File: src/rtl/pmem_arbiter_pkg.sv
// Shared types and widths for the physical-memory arbiter between the I-cache and
// D-cache miss paths and the cacheline adaptor.
package pmem_arbiter_pkg;

  localparam int LINE_WIDTH = 256;
  localparam int ADDR_WIDTH = 32;

  typedef enum logic [1:0] {
    ARB_IDLE,
    ARB_SERVE_I,
    ARB_SERVE_D
  } arb_state_t;

  typedef enum logic {
    GRANT_I,
    GRANT_D
  } arb_grant_t;

endpackage

File: src/rtl/pmem_arbiter_if.sv
// Bundles the I-cache, D-cache and cacheline-adaptor sides of the arbiter.
// master = arbiter view (drives the adaptor and the cache responses); slave = environment view.
interface pmem_arbiter_if;
  import pmem_arbiter_pkg::*;

  logic                  i_pmem_read;
  logic [ADDR_WIDTH-1:0] i_pmem_address;
  logic [LINE_WIDTH-1:0] i_pmem_rdata;
  logic                  i_pmem_resp;

  logic                  d_pmem_read;
  logic                  d_pmem_write;
  logic [ADDR_WIDTH-1:0] d_pmem_address;
  logic [LINE_WIDTH-1:0] d_pmem_wdata;
  logic [LINE_WIDTH-1:0] d_pmem_rdata;
  logic                  d_pmem_resp;

  logic                  mem_read;
  logic                  mem_write;
  logic [ADDR_WIDTH-1:0] mem_address;
  logic [LINE_WIDTH-1:0] mem_wdata;
  logic [LINE_WIDTH-1:0] mem_rdata;
  logic                  mem_resp;

  modport master (
    input  i_pmem_read, i_pmem_address,
    output i_pmem_rdata, i_pmem_resp,
    input  d_pmem_read, d_pmem_write, d_pmem_address, d_pmem_wdata,
    output d_pmem_rdata, d_pmem_resp,
    output mem_read, mem_write, mem_address, mem_wdata,
    input  mem_rdata, mem_resp
  );

  modport slave (
    output i_pmem_read, i_pmem_address,
    input  i_pmem_rdata, i_pmem_resp,
    output d_pmem_read, d_pmem_write, d_pmem_address, d_pmem_wdata,
    input  d_pmem_rdata, d_pmem_resp,
    input  mem_read, mem_write, mem_address, mem_wdata,
    output mem_rdata, mem_resp
  );

endinterface

File: src/rtl/pmem_arbiter.sv
// Round-robin arbiter giving one cache-line transaction at a time to the I- or D-cache.
// Grant in IDLE -> registered mem op next cycle, held until mem_resp; resp forwarded same cycle, one idle bubble after.
module pmem_arbiter
  import pmem_arbiter_pkg::*;
(
  input  logic           clk,
  input  logic           rst,
  pmem_arbiter_if.master bus
);

  arb_state_t            state_q, state_d;
  arb_grant_t            last_grant_q, last_grant_d;
  logic                  mem_read_q, mem_read_d;
  logic                  mem_write_q, mem_write_d;
  logic [ADDR_WIDTH-1:0] mem_address_q, mem_address_d;
  logic [LINE_WIDTH-1:0] mem_wdata_q, mem_wdata_d;

  logic       req_i;
  logic       req_d;
  logic       pick_vld;
  arb_grant_t pick;

  // On a tie the side that was not granted last wins, so neither cache can starve.
  always_comb begin
    req_i    = bus.i_pmem_read;
    req_d    = bus.d_pmem_read | bus.d_pmem_write;
    pick_vld = req_i | req_d;
    pick     = GRANT_I;
    if (req_i && req_d) begin
      pick = (last_grant_q == GRANT_I) ? GRANT_D : GRANT_I;
    end else if (req_d) begin
      pick = GRANT_D;
    end
  end

  always_comb begin
    state_d       = state_q;
    last_grant_d  = last_grant_q;
    mem_read_d    = mem_read_q;
    mem_write_d   = mem_write_q;
    mem_address_d = mem_address_q;
    mem_wdata_d   = mem_wdata_q;
    case (state_q)
      ARB_IDLE: begin
        if (pick_vld) begin
          last_grant_d = pick;
          if (pick == GRANT_I) begin
            state_d       = ARB_SERVE_I;
            mem_read_d    = 1'b1;
            mem_write_d   = 1'b0;
            mem_address_d = bus.i_pmem_address;
          end else begin
            state_d       = ARB_SERVE_D;
            // A writeback wins over a fill if the D-cache ever raises both.
            mem_write_d   = bus.d_pmem_write;
            mem_read_d    = bus.d_pmem_read & ~bus.d_pmem_write;
            mem_address_d = bus.d_pmem_address;
            mem_wdata_d   = bus.d_pmem_wdata;
          end
        end
      end
      ARB_SERVE_I, ARB_SERVE_D: begin
        if (bus.mem_resp) begin
          state_d     = ARB_IDLE;
          mem_read_d  = 1'b0;
          mem_write_d = 1'b0;
        end
      end
      default: begin
        state_d     = ARB_IDLE;
        mem_read_d  = 1'b0;
        mem_write_d = 1'b0;
      end
    endcase
  end

  always_ff @(posedge clk) begin
    if (rst) begin
      state_q       <= ARB_IDLE;
      last_grant_q  <= GRANT_I;
      mem_read_q    <= 1'b0;
      mem_write_q   <= 1'b0;
      mem_address_q <= '0;
      mem_wdata_q   <= '0;
    end else begin
      state_q       <= state_d;
      last_grant_q  <= last_grant_d;
      mem_read_q    <= mem_read_d;
      mem_write_q   <= mem_write_d;
      mem_address_q <= mem_address_d;
      mem_wdata_q   <= mem_wdata_d;
    end
  end

  assign bus.mem_read     = mem_read_q;
  assign bus.mem_write    = mem_write_q;
  assign bus.mem_address  = mem_address_q;
  assign bus.mem_wdata    = mem_wdata_q;

  // Line data goes to both caches; only the owner's resp qualifies it.
  assign bus.i_pmem_rdata = bus.mem_rdata;
  assign bus.d_pmem_rdata = bus.mem_rdata;
  assign bus.i_pmem_resp  = bus.mem_resp & (state_q == ARB_SERVE_I);
  assign bus.d_pmem_resp  = bus.mem_resp & (state_q == ARB_SERVE_D);

  d_rw_exclusive: assert property (@(posedge clk) disable iff (rst)
    !(bus.d_pmem_read && bus.d_pmem_write))
    else $error("d_pmem_read and d_pmem_write asserted together");

endmodule

File: src/flat_wrapper.sv
// flat-port wrapper written by rule: the top's interface ports become plain ports
module pmem_arbiter_flat import pmem_arbiter_pkg::*;
  (clk, rst, bus_i_pmem_read, bus_i_pmem_address, bus_i_pmem_rdata, bus_i_pmem_resp, bus_d_pmem_read, bus_d_pmem_write, bus_d_pmem_address, bus_d_pmem_wdata, bus_d_pmem_rdata, bus_d_pmem_resp, bus_mem_read, bus_mem_write, bus_mem_address, bus_mem_wdata, bus_mem_rdata, bus_mem_resp);
  pmem_arbiter_if bus_i ();
  input  logic clk;
  input  logic rst;
  input wire logic [$bits(bus_i.i_pmem_read)-1:0] bus_i_pmem_read;
  input wire logic [$bits(bus_i.i_pmem_address)-1:0] bus_i_pmem_address;
  output wire logic [$bits(bus_i.i_pmem_rdata)-1:0] bus_i_pmem_rdata;
  output wire logic [$bits(bus_i.i_pmem_resp)-1:0] bus_i_pmem_resp;
  input wire logic [$bits(bus_i.d_pmem_read)-1:0] bus_d_pmem_read;
  input wire logic [$bits(bus_i.d_pmem_write)-1:0] bus_d_pmem_write;
  input wire logic [$bits(bus_i.d_pmem_address)-1:0] bus_d_pmem_address;
  input wire logic [$bits(bus_i.d_pmem_wdata)-1:0] bus_d_pmem_wdata;
  output wire logic [$bits(bus_i.d_pmem_rdata)-1:0] bus_d_pmem_rdata;
  output wire logic [$bits(bus_i.d_pmem_resp)-1:0] bus_d_pmem_resp;
  output wire logic [$bits(bus_i.mem_read)-1:0] bus_mem_read;
  output wire logic [$bits(bus_i.mem_write)-1:0] bus_mem_write;
  output wire logic [$bits(bus_i.mem_address)-1:0] bus_mem_address;
  output wire logic [$bits(bus_i.mem_wdata)-1:0] bus_mem_wdata;
  input wire logic [$bits(bus_i.mem_rdata)-1:0] bus_mem_rdata;
  input wire logic [$bits(bus_i.mem_resp)-1:0] bus_mem_resp;
  assign bus_i.i_pmem_read = bus_i_pmem_read;
  assign bus_i.i_pmem_address = bus_i_pmem_address;
  assign bus_i_pmem_rdata = bus_i.i_pmem_rdata;
  assign bus_i_pmem_resp = bus_i.i_pmem_resp;
  assign bus_i.d_pmem_read = bus_d_pmem_read;
  assign bus_i.d_pmem_write = bus_d_pmem_write;
  assign bus_i.d_pmem_address = bus_d_pmem_address;
  assign bus_i.d_pmem_wdata = bus_d_pmem_wdata;
  assign bus_d_pmem_rdata = bus_i.d_pmem_rdata;
  assign bus_d_pmem_resp = bus_i.d_pmem_resp;
  assign bus_mem_read = bus_i.mem_read;
  assign bus_mem_write = bus_i.mem_write;
  assign bus_mem_address = bus_i.mem_address;
  assign bus_mem_wdata = bus_i.mem_wdata;
  assign bus_i.mem_rdata = bus_mem_rdata;
  assign bus_i.mem_resp = bus_mem_resp;
  pmem_arbiter u_core (.clk(clk), .rst(rst), .bus(bus_i));
endmodule
File: config.mk
export PLATFORM = sky130hd
export DESIGN_NAME = pmem_arbiter_flat
export DESIGN_NICKNAME = d
export VERILOG_FILES = /design/src/rtl/pmem_arbiter_pkg.sv /design/src/rtl/pmem_arbiter_if.sv /design/src/rtl/pmem_arbiter.sv /design/src/flat_wrapper.sv
export SDC_FILE = /design/constraint.sdc
export NUM_CORES = 1
export LEC_CHECK = 0
export CORE_AREA = 2 2 534 536
export CTS_BUF_LIST = sky130_fd_sc_hd__clkbuf_4
export CTS_CLUSTER_SIZE = 20
export DETAILED_ROUTE_END_ITERATION = 8
export DIE_AREA = 0 0 536 538
export DONT_BUFFER_PORTS = 1
export HOLD_SLACK_MARGIN = 0.05
export SETUP_SLACK_MARGIN = 0.4
export SLEW_MARGIN = 20
export SYNTH_ARGS = -nofsm -noshare
export SYNTH_HDL_FRONTEND = slang
export SYNTH_SLANG_ARGS = --single-unit
File: constraint.sdc
create_clock -name clk -period 1.84 [get_ports clk]
set_input_delay 0.276 -clock clk [delete_from_list [all_inputs] [get_ports clk]]
set_output_delay 0.276 -clock clk [all_outputs]
set_load 0.05 [all_outputs]
==> run metrics, run 1 <==
outcome complete, but fails checks; failing checks hold timing, setup timing; RSZ-0062 raised after global routing true; Fillers 32586; Arr. time, crit path 2.00 ns; syn_nets 2477; Final Setup Violations 312; hold-critical path endpoint u_core.bus.mem_address[24]; Post-DP HPWL 180000 µm; Final Worst Setup Slack -0.434 ns; total CTS buffers 101; clock-pin slew on the worst setup and hold paths 0.06 ns; EDFF count, synth 0; dpl cells 5270; most common cell in the netlist buf_4; Starting Density 5.32%; fmax 0.440 GHz; first-pass GRT wire length 238000 µm; detailed-route via count 16100; post-layout min period 2.27 ns; CP startpoint kind flip-flop; Detailed Route Iter0 Violations 1416; grt total ovfl 0; Syn Inst Count 1892; area of the multi-input gates 0.00579 mm²; hold depth 1; clock root buffer clkbuf_4; met1 wire length 52200 µm; # nets final 2570; R2R setup slack -0.07 ns; Top Layer Used met5; Row Count 196; Max-slew headroom 31.2%; layout cells sized above 1 49.7%; critical path type flip-flop to output pin; Design Area, Final 0.0283 mm²; Distinct cells, synth 26; hold_ws -0.766 ns; largest area contributor in the netlist dfxtp_1; Max FO, Critical Path 3; die height 538 µm; top cell type's share of synthesized area 38.9%; Synth Cell Area 0.0151 mm²; worst hold path class input port to flip-flop; Pwr Density 1090 mW/mm²; Die ar. 0.288 mm²; Sequential Area 0.00645 mm²; vias in the first global route 15025; Post-synth top flop dfxtp_1; top cells by area, synth dfxtp_1, buf_4, a21oi_1; Hold Path Origin rst; clock skew 0.0961 ns; Setup crit end kind output pin; GR Util All Layers 13.7%; initial antenna violation count 103; Static Leakage 9.27 nW; clk_lat worst skew 1.18 ns; FF+latch count, synth 293; WL met3 63800 µm; core area 0.283 mm²; Layout Cells excl Fill 5863; DRT Pass-1 Iters 5; wire length per cell 37.2 µm; placed cell areas 0.0178 mm²; Finished Core Util 10.0%; Max Slew Vio Count 0; number of vias per cell 2.75; Tcrit/Tclk final 124%; CTS tree yes; Post-synth top cells buf_4, dfxtp_1, a21oi_1, nand3_1, o21ai_0; Max Cap Viol 0; async set or reset register ratio after synthesis 0%; met2 wire len 87500 µm; Layout area overhead 87.8%; H-tree lvl count 3; clock buffer depth 4; Die X 536 µm; ANT nets after route 0; sequential element share of the synthesized area 38.9%; Ports 1386; # DRC 0; Ys Warns 0; Crit path required time 1.56 ns; syn avg cell area 7.97 µm²; Peak VDD IR 470 µV; Worst Max-Slew Pin Slew 1.03 ns; DRT Wirelength 218000 µm; reg2reg end u_core.bus.mem_wdata[111]; # port buffers 0; R2R depth 12; Hold Fails Final Rpt 293; CTS Sinks 293; GPL Wtd Cong 0.998; largest net degree at the start of global routing 294; worst reg2reg startpoint u_core.state_q[1]
[kinds of logic after synthesis]
logic type | share of synthesized area, %
flops | 38.9
compound gates | 19.5
fa+ha+maj | 0.249
simple gates | 11.3
buf+inv | 30.1
[cells in the final DEF, fill, tap and decap left out, drive strengths merged, types with 3 or more instances in the layout]
cell,instances
o21ai,260
buf,367
nand3,259
dlygate4sd3,263
nand2,65
inv,4
diode,44
dfxtp,293
clkbuf,175
nor2,32
clkinv,27
a311oi,32
ha,3
a21oi,261
[how the worst max path moves through the flow]
stage	start	endpoint	slack (ns)	cells past startpoint
final	u_core.state_q[0]	bus_d_pmem_resp	-0.43	4
after global routing	u_core.state_q[1]	bus_i_pmem_resp	-0.62	4
after CTS	u_core.state_q[1]	bus_i_pmem_resp	-0.68	4
after detailed placement	u_core.state_q[1]	u_core.bus.mem_wdata[155]	0.15	6
after global placement	u_core.state_q[1]	u_core.bus.mem_wdata[155]	0.15	6
after floorplan	u_core.state_q[0]	u_core.bus.mem_wdata[100]	0.38	8
[layer usage]
layer | vias to the layer above | track usage, %
li1 | 6298 | -
met4 | 38 | 7.56
met3 | 667 | 19.3
met2 | 1752 | 19.0
met1 | 7345 | 9.13
met5 | - | 2.52
[power by group]
group / total, mW / internal (mW) / leakage, nW / switching [mW]
Sequential: 9.03 / 7.41 / 2.55 / 1.63
Combinational: 14.1 / 5.97 / 5.97 / 8.17
Clock: 7.79 / 3.90 / 0.755 / 3.89
[flip-flops by register name (all words and copies together), names as in the netlist]
name and flops:
u_core.bus.mem_address 32, u_core.bus.mem_read 1, u_core.bus.mem_wdata 256, u_core.bus.mem_write 1, u_core.last_grant_q 1, u_core.state_q 2
[stage by stage]
| step | setup slack (ns) | power (mW) | TNS [ns] |
|---|---|---|---|
| after floorplan | 0.383 | 16.0 | 0 |
| after global placement | 0.151 | 17.1 | 0 |
| after detailed placement | 0.151 | 17.1 | 0 |
| after CTS | -0.677 | 28.6 | -77.23 |
| after global routing | -0.621 | 32.5 | -80.36 |
| final | -0.434 | 31.0 | -19.62 |
[area by class of cell]
cell class	instances	area share, %
timing repair inverter	2	0.0884
multi-input combinational	924	20.5
clock inverter	28	0.588
clock buffer	147	3.90
timing repair buffer	660	35.0
sequential	293	22.8
antenna	44	0.389
inverter	3	0.133
tap	3762	16.6
[critical path: stages, from the launching register on]
cell,delay [ns]
dfxtp_4,0.37
inv_2,0.04
ha_2,0.17
and2_4,0.17
buf_12,0.14
[what timing repair did]
item	4_1_cts	5_1_grt
hold buffers	259	4
gates resized for setup	1051	343
endpoints found under the setup margin	578	585
endpoints found under the hold margin	293	293
gates cloned	13	40
pin swaps	11	125
buffers inserted	19	39
Note: power is estimated with default switching activity, not from simulation.
==> run 2: changes to the inputs <==
==> constraint.sdc (replaced) <==
create_clock -name clk -period 1.84 [get_ports clk]
set_input_delay 0.368 -clock clk [delete_from_list [all_inputs] [get_ports clk]]
set_output_delay 0.368 -clock clk [all_outputs]
set_load 0.05 [all_outputs]
==> run metrics, run 2 (same netlist as run 1, synthesis figures left out) <==
worst reg2reg startpoint u_core.state_q[1]; worst hold path class input port to flip-flop; clock root buffer clkbuf_4; global-route track usage on met1 9.35% (+0.22 points); DRT Wirelength 220000 µm (+0.75%); failing checks hold timing, setup timing; number of vias per cell 2.86 (+4.2%); Crit path required time 1.47 ns (-0.09 ns); die height 538 µm (unchanged); DRT Pass-1 Iters 6 (+1); # port buffers 0 (unchanged); post-layout min period 2.28 ns (+0.0100 ns); clock buffer depth 4 (unchanged); Max Cap Viol 0 (unchanged); core area 0.283 mm² (unchanged); H-tree lvl count 3 (unchanged); Hold Fails Final Rpt 281 (-4.1%); first-pass GRT wire length 241000 µm (+1.3%); Tcrit/Tclk final 124% (+0.55 points); Setup crit end kind output pin; commonest cells after routing, fill and taps aside dlygate4sd3_1, nand3_1, buf_12; initial antenna violation count 98 (-4.9%); GR Util All Layers 13.9% (+0.20 points); wire length per cell 37.0 µm (-0.70%); max reg flops 256 (unchanged); clock skew 0.128 ns (+0.0324 ns); Final Setup Violations 292 (-6.4%); Pwr Density 1050 mW/mm² (-3.6%); fmax 0.438 GHz (-0.44%); Detailed Route Iter0 Violations 1562 (+10%); Static Leakage 9.41 nW (+1.5%); critical path type flip-flop to output pin; GRT busiest layer met3; clk_lat worst skew 1.17 ns (about the same); layout cells sized above 1 43.7% (-6.0 points); Die ar. 0.288 mm² (unchanged); reg2reg end u_core.bus.mem_wdata[167]; Hold Path Origin rst; outcome complete, but fails checks; vias in the first global route 15132 (+0.71%); # DRC 0 (unchanged); Starting Density 5.32% (unchanged); grt total ovfl 0 (unchanged); Ports 1386 (unchanged); Design Area, Final 0.0286 mm² (+1.1%); most common cell after layout, fill and taps aside dlygate4sd3_1; hold_ws -0.623 ns (+0.143 ns); Max Slew Vio Count 0 (unchanged); Die X 536 µm (unchanged); Peak VDD IR 544 µV (+16%); Layout area overhead 89.9%; Arr. time, crit path 1.92 ns (-0.08 ns); CTS tree yes; Max-slew headroom 24.1% (-7.2 points); ANT nets after route 0 (unchanged); Row Count 196 (unchanged); met3 Use GR 19.4% (+0.17 points); Worst Max-Slew Pin Slew 1.14 ns (+0.107 ns); Post-DP HPWL 180000 µm (about the same); worst setup path startpoint u_core.state_q[1]; # nets final 2668 (+3.8%); Place WS 0.152 ns (+0.000696 ns); RSZ-0062 raised after global routing true; R2R depth 11 (-1); met2 GRT Util 19.3% (+0.28 points); R2R setup slack 0 ns (+0.07 ns); CTS Sinks 293 (unchanged); Max FO, Critical Path 3 (unchanged); GPL Wtd Cong 0.986 (-1.1%); Fillers 32387 (-0.61%); largest net degree at the start of global routing 294 (unchanged); hold depth 1 (unchanged); hold-critical path endpoint u_core.bus.mem_address[24]; CP startpoint kind flip-flop; total CTS buffers 100 (-0.99%); detailed-route via count 17024 (+5.7%); placed cell areas 0.0177 mm² (-0.98%); Final Worst Setup Slack -0.444 ns (-0.0100 ns); clock-pin slew on the worst setup and hold paths 0.06 ns (about the same)
==> run 2: cell count changes in the layout (fill, tap and decap cells not counted), sizes merged <==
cell         previous run  this run
bufbuf                  2         1
diode                  44        49
bufinv                  2         1
o31a                    2         1
inv                     4         3
dlygate4sd3           263       398
clkinv                 27        19
clkbuf                175       159
buf                   367       341
==> run 2: final cells by class <==
cell class | instances | area [µm²] | share of cell area, %
Antenna cell | 49 | 123 | 0.428
Clock buffer | 139 | 1040 | 3.64
Clock inverter | 18 | 101 | 0.354
Inverter | 3 | 37.5 | 0.131
Multi-Input combinational cell | 923 | 5370 | 18.8
Sequential cell | 293 | 6460 | 22.6
Tap cell | 3762 | 4710 | 16.4
Timing Repair Buffer | 760 | 10700 | 37.5
Timing Repair inverter | 2 | 46.3 | 0.162
==> run 2: how the worst max path moves through the flow <==
stage               slack, ns  depth (start not counted)                         to
global placement         0.17                          6   u_core.bus.mem_wdata[18]
detailed placement       0.15                          6  u_core.bus.mem_address[6]
floorplan                0.38                          8  u_core.bus.mem_wdata[100]
finish                  -0.44                          4            bus_i_pmem_resp
CTS                     -0.72                          4            bus_i_pmem_resp
global route            -0.66                          4            bus_i_pmem_resp
==> run 2: worst max-delay path, cell delays in order, from the launching register on <==
cell	delay, ns
dfxtp_2	0.34
inv_2	0.05
ha_4	0.15
and2_4	0.14
buf_12	0.14
==> run 2: power by group <==
group          internal [mW]  total (mW)  leakage (nW)  switching [mW]
Clock                   3.54        7.28         0.691            3.74
Combinational           5.67        13.8          6.17            8.14
Sequential              7.41        9.08          2.55            1.67
Total                   16.6        30.2          9.41            13.5
==> run 2: layer usage <==
layer / vias up / routed length [µm] / part of all wire [%]
met2: 2006 / 87400 / 40
met4: 24 / 14700 / 6.7
met5: - / 964 / 0.44
met3: 780 / 64200 / 29
met1: 7751 / 52500 / 24
li1: 6463 / - / -
==> run 2: per-stage QoR <==
step | instances | TNS (ns) | util [%] | power (mW)
2_1_floorplan | 1892 | 0 | - | 16.0
3_3_place_gp | 5260 | 0 | 6.24 | 17.0
3_5_place_dp | 5260 | 0 | 6.24 | 17.1
4_1_cts | 5711 | -95.94 | 9.01 | 28.3
5_1_grt | 5934 | -83.10 | 10.1 | 31.5
6_report | 5949 | -38.43 | 10.1 | 30.2
==> run 2: repair_timing <==
item	CTS	global route
pin swaps	12	52
buffers inserted	18	27
gates resized for setup	1063	260
endpoints found under the hold margin	293	293
setup endpoints to repair	583	585
hold buffers	261	137
gates cloned	15	25
==> run 3: changes to the inputs <==
==> constraint.sdc (replaced) <==
create_clock -name clk -period 2.3 [get_ports clk]
set_input_delay 0.46 -clock clk [delete_from_list [all_inputs] [get_ports clk]]
set_output_delay 0.46 -clock clk [all_outputs]
set_load 0.05 [all_outputs]
==> run metrics, run 3 (same netlist as run 1, synthesis figures left out) <==
Sequential Area 0.00668 mm² (+3.4%); largest net degree at the start of global routing 294 (unchanged); Crit path required time 1.84 ns (+0.37 ns); post-layout min period 2.39 ns; Fillers 32983 (+1.8%); ANT nets after route 0 (unchanged); Tcrit/Tclk final 104%; final setup TNS -0.169 ns (+38.26 ns); Layout area overhead 56.5%; Ports 1386 (unchanged); layout cells sized above 1 33.7% (-10 points); Die ar. 0.288 mm² (unchanged); grt total ovfl 0 (unchanged); CTS tree yes; Max-slew headroom 1.77% (-22 points); Max Slew Vio Count 0 (unchanged); max reg flops 256 (unchanged); Die X 536 µm (unchanged); reg2reg end u_core.bus.mem_address[7]; dpl cells 5138 (-2.3%); Final Setup Violations 2 (-99%); most common cell after layout, fill and taps aside dlygate4sd3_1; core area 0.283 mm² (unchanged); Static Leakage 7.26 nW (-23%); H-tree lvl count 3 (unchanged); Hold Path Origin bus_i_pmem_address[9]; # DRC 0 (unchanged); CP max stage cell dfxtp_2; R2R depth 6 (-5); clock skew 0.0869 ns (-0.0416 ns); met3 Use GR 20.3% (+0.87 points); Row Count 196 (unchanged); commonest cells after routing, fill and taps aside dlygate4sd3_1, a21oi_1, nand3_1; clock root buffer clkbuf_4; Starting Density 5.32% (unchanged); wire length per cell 37.7 µm (+2.0%); worst hold path class input port to flip-flop; global-route track usage on met1 7.89% (-1.5 points); die height 538 µm (unchanged); area of the multi-input gates 0.00476 mm² (-12%); Setup crit end kind output pin; failing checks hold timing, setup timing; clock buffer depth 3 (-1); vias in the first global route 14274 (-5.7%); Finished Core Util 8.33% (-1.8 points); hold buffer count at CTS 291 (+11%); Worst Max-Slew Pin Slew 1.47 ns (+0.334 ns); slowest stage delay, CP 0.38 ns (+0.04 ns); critical path type flip-flop to output pin; detailed-route via count 14897 (-12%); # port buffers 0 (unchanged); first-pass GRT wire length 239000 µm (-0.69%); GRT busiest layer met2; Hold Fails Final Rpt 146 (-48%); Overall Power 20.8 mW (-31%); crit path cell chain inv_2 -> ha_2 -> and2_4 -> buf_12; RSZ-0062 raised after global routing true; GR Util All Layers 13.8% (-0.069 points); Arr. time, crit path 1.93 ns (about the same); CP startpoint kind flip-flop; outcome complete, but fails checks; clock-pin slew on the worst setup and hold paths 0.07 ns (about the same); # nets final 2369 (-11%); Critical Path Sink bus_d_pmem_resp; hold_ws -0.504 ns (+0.119 ns); worst setup path startpoint u_core.state_q[0]; fmax 0.419 GHz; total CTS buffers 94 (-6.0%); Pwr Density 883 mW/mm² (-16%); clk_lat worst skew 1.05 ns (-0.12 ns); Max FO, Critical Path 3 (unchanged); GPL Wtd Cong 0.925 (-6.2%); DRT Wirelength 213000 µm (-3.2%); met2 GRT Util 20.3% (+1.0 points); Peak VDD IR 315 µV (-42%); Final Worst Setup Slack -0.0888 ns (+0.356 ns); Layout Cells excl Fill 5645 (-5.1%); R2R setup slack 0.48 ns (+0.48 ns); DRT Pass-1 Iters 8 (+2); Detailed Route Iter0 Violations 1232 (-21%); Max Cap Viol 0 (unchanged); CTS Sinks 293 (unchanged); initial antenna violation count 124 (+27%); Post-DP HPWL 182000 µm (+1.0%); worst reg2reg startpoint u_core.last_grant_q; number of vias per cell 2.64 (-7.8%)
## run 3: cell count changes in the layout (fill, tap and decap cells not counted), sizes merged
cell	before	now
dlygate4sd3	398	291
clkbuf	159	128
clkinv	19	32
buf	341	168
diode	49	38
bufbuf	1	0
inv	3	9
## run 3: worst max-delay path: cells and delay by family (launching register included)
kind,cells,cell delay (ns)
flip-flops,1,0.38
adder cells (fa/ha/maj),1,0.16
AND/OR/NAND/NOR,1,0.14
buffers and inverters,2,0.20
## run 3: cell type report
type	count	area share [%]
Antenna cell	38	0.403
Timing Repair inverter	2	0.0955
Timing Repair Buffer	467	26.2
Inverter	3	0.159
Clock buffer	120	3.82
Sequential cell	293	28.3
Clock inverter	37	0.902
Multi-Input combinational cell	923	20.2
Tap cell	3762	20.0
## run 3: routing by layer
metal | vias to the layer above | wire length (µm)
met5 | - | 878
met4 | 36 | 13400
met3 | 655 | 66900
met2 | 1772 | 88700
met1 | 6561 | 43000
li1 | 5873 | -
## run 3: where the power goes
part | internal, mW | switching, mW
registers | 5.93 | 2.37
logic | 2.49 | 4.26
clock network | 2.58 | 3.20
## run 3: worst min-delay path by stage
stage,endpoint,slack (ns),cells after the start
finish,u_core.bus.mem_address[9],-0.50,2
global route,u_core.bus.mem_address[9],-0.70,2
CTS,u_core.bus.mem_address[11],-0.81,1
detailed placement,u_core.bus.mem_wdata[120],0.47,2
global placement,u_core.bus.mem_wdata[14],0.47,2
floorplan,u_core.state_q[1],0.47,2
## run 3: what timing repair did
item                                   in CTS  in global routing
setup endpoints to repair                 292                439
endpoints found under the hold margin     293                293
pin swaps                                   2                  3
setup buffers                               2                  9
gates cloned                                0                 10
resized for setup                         832                 16
## run 3: metrics by stage
step	hold slack (ns)	worst slack, ns	instance area (µm²)
final	-0.504	-0.0888	23600
after global routing	-0.698	-0.302	23600
after CTS	-0.811	-0.305	23100
after detailed placement	0.470	0.515	16700
after global placement	0.466	0.528	16700
after floorplan	0.470	0.699	15100
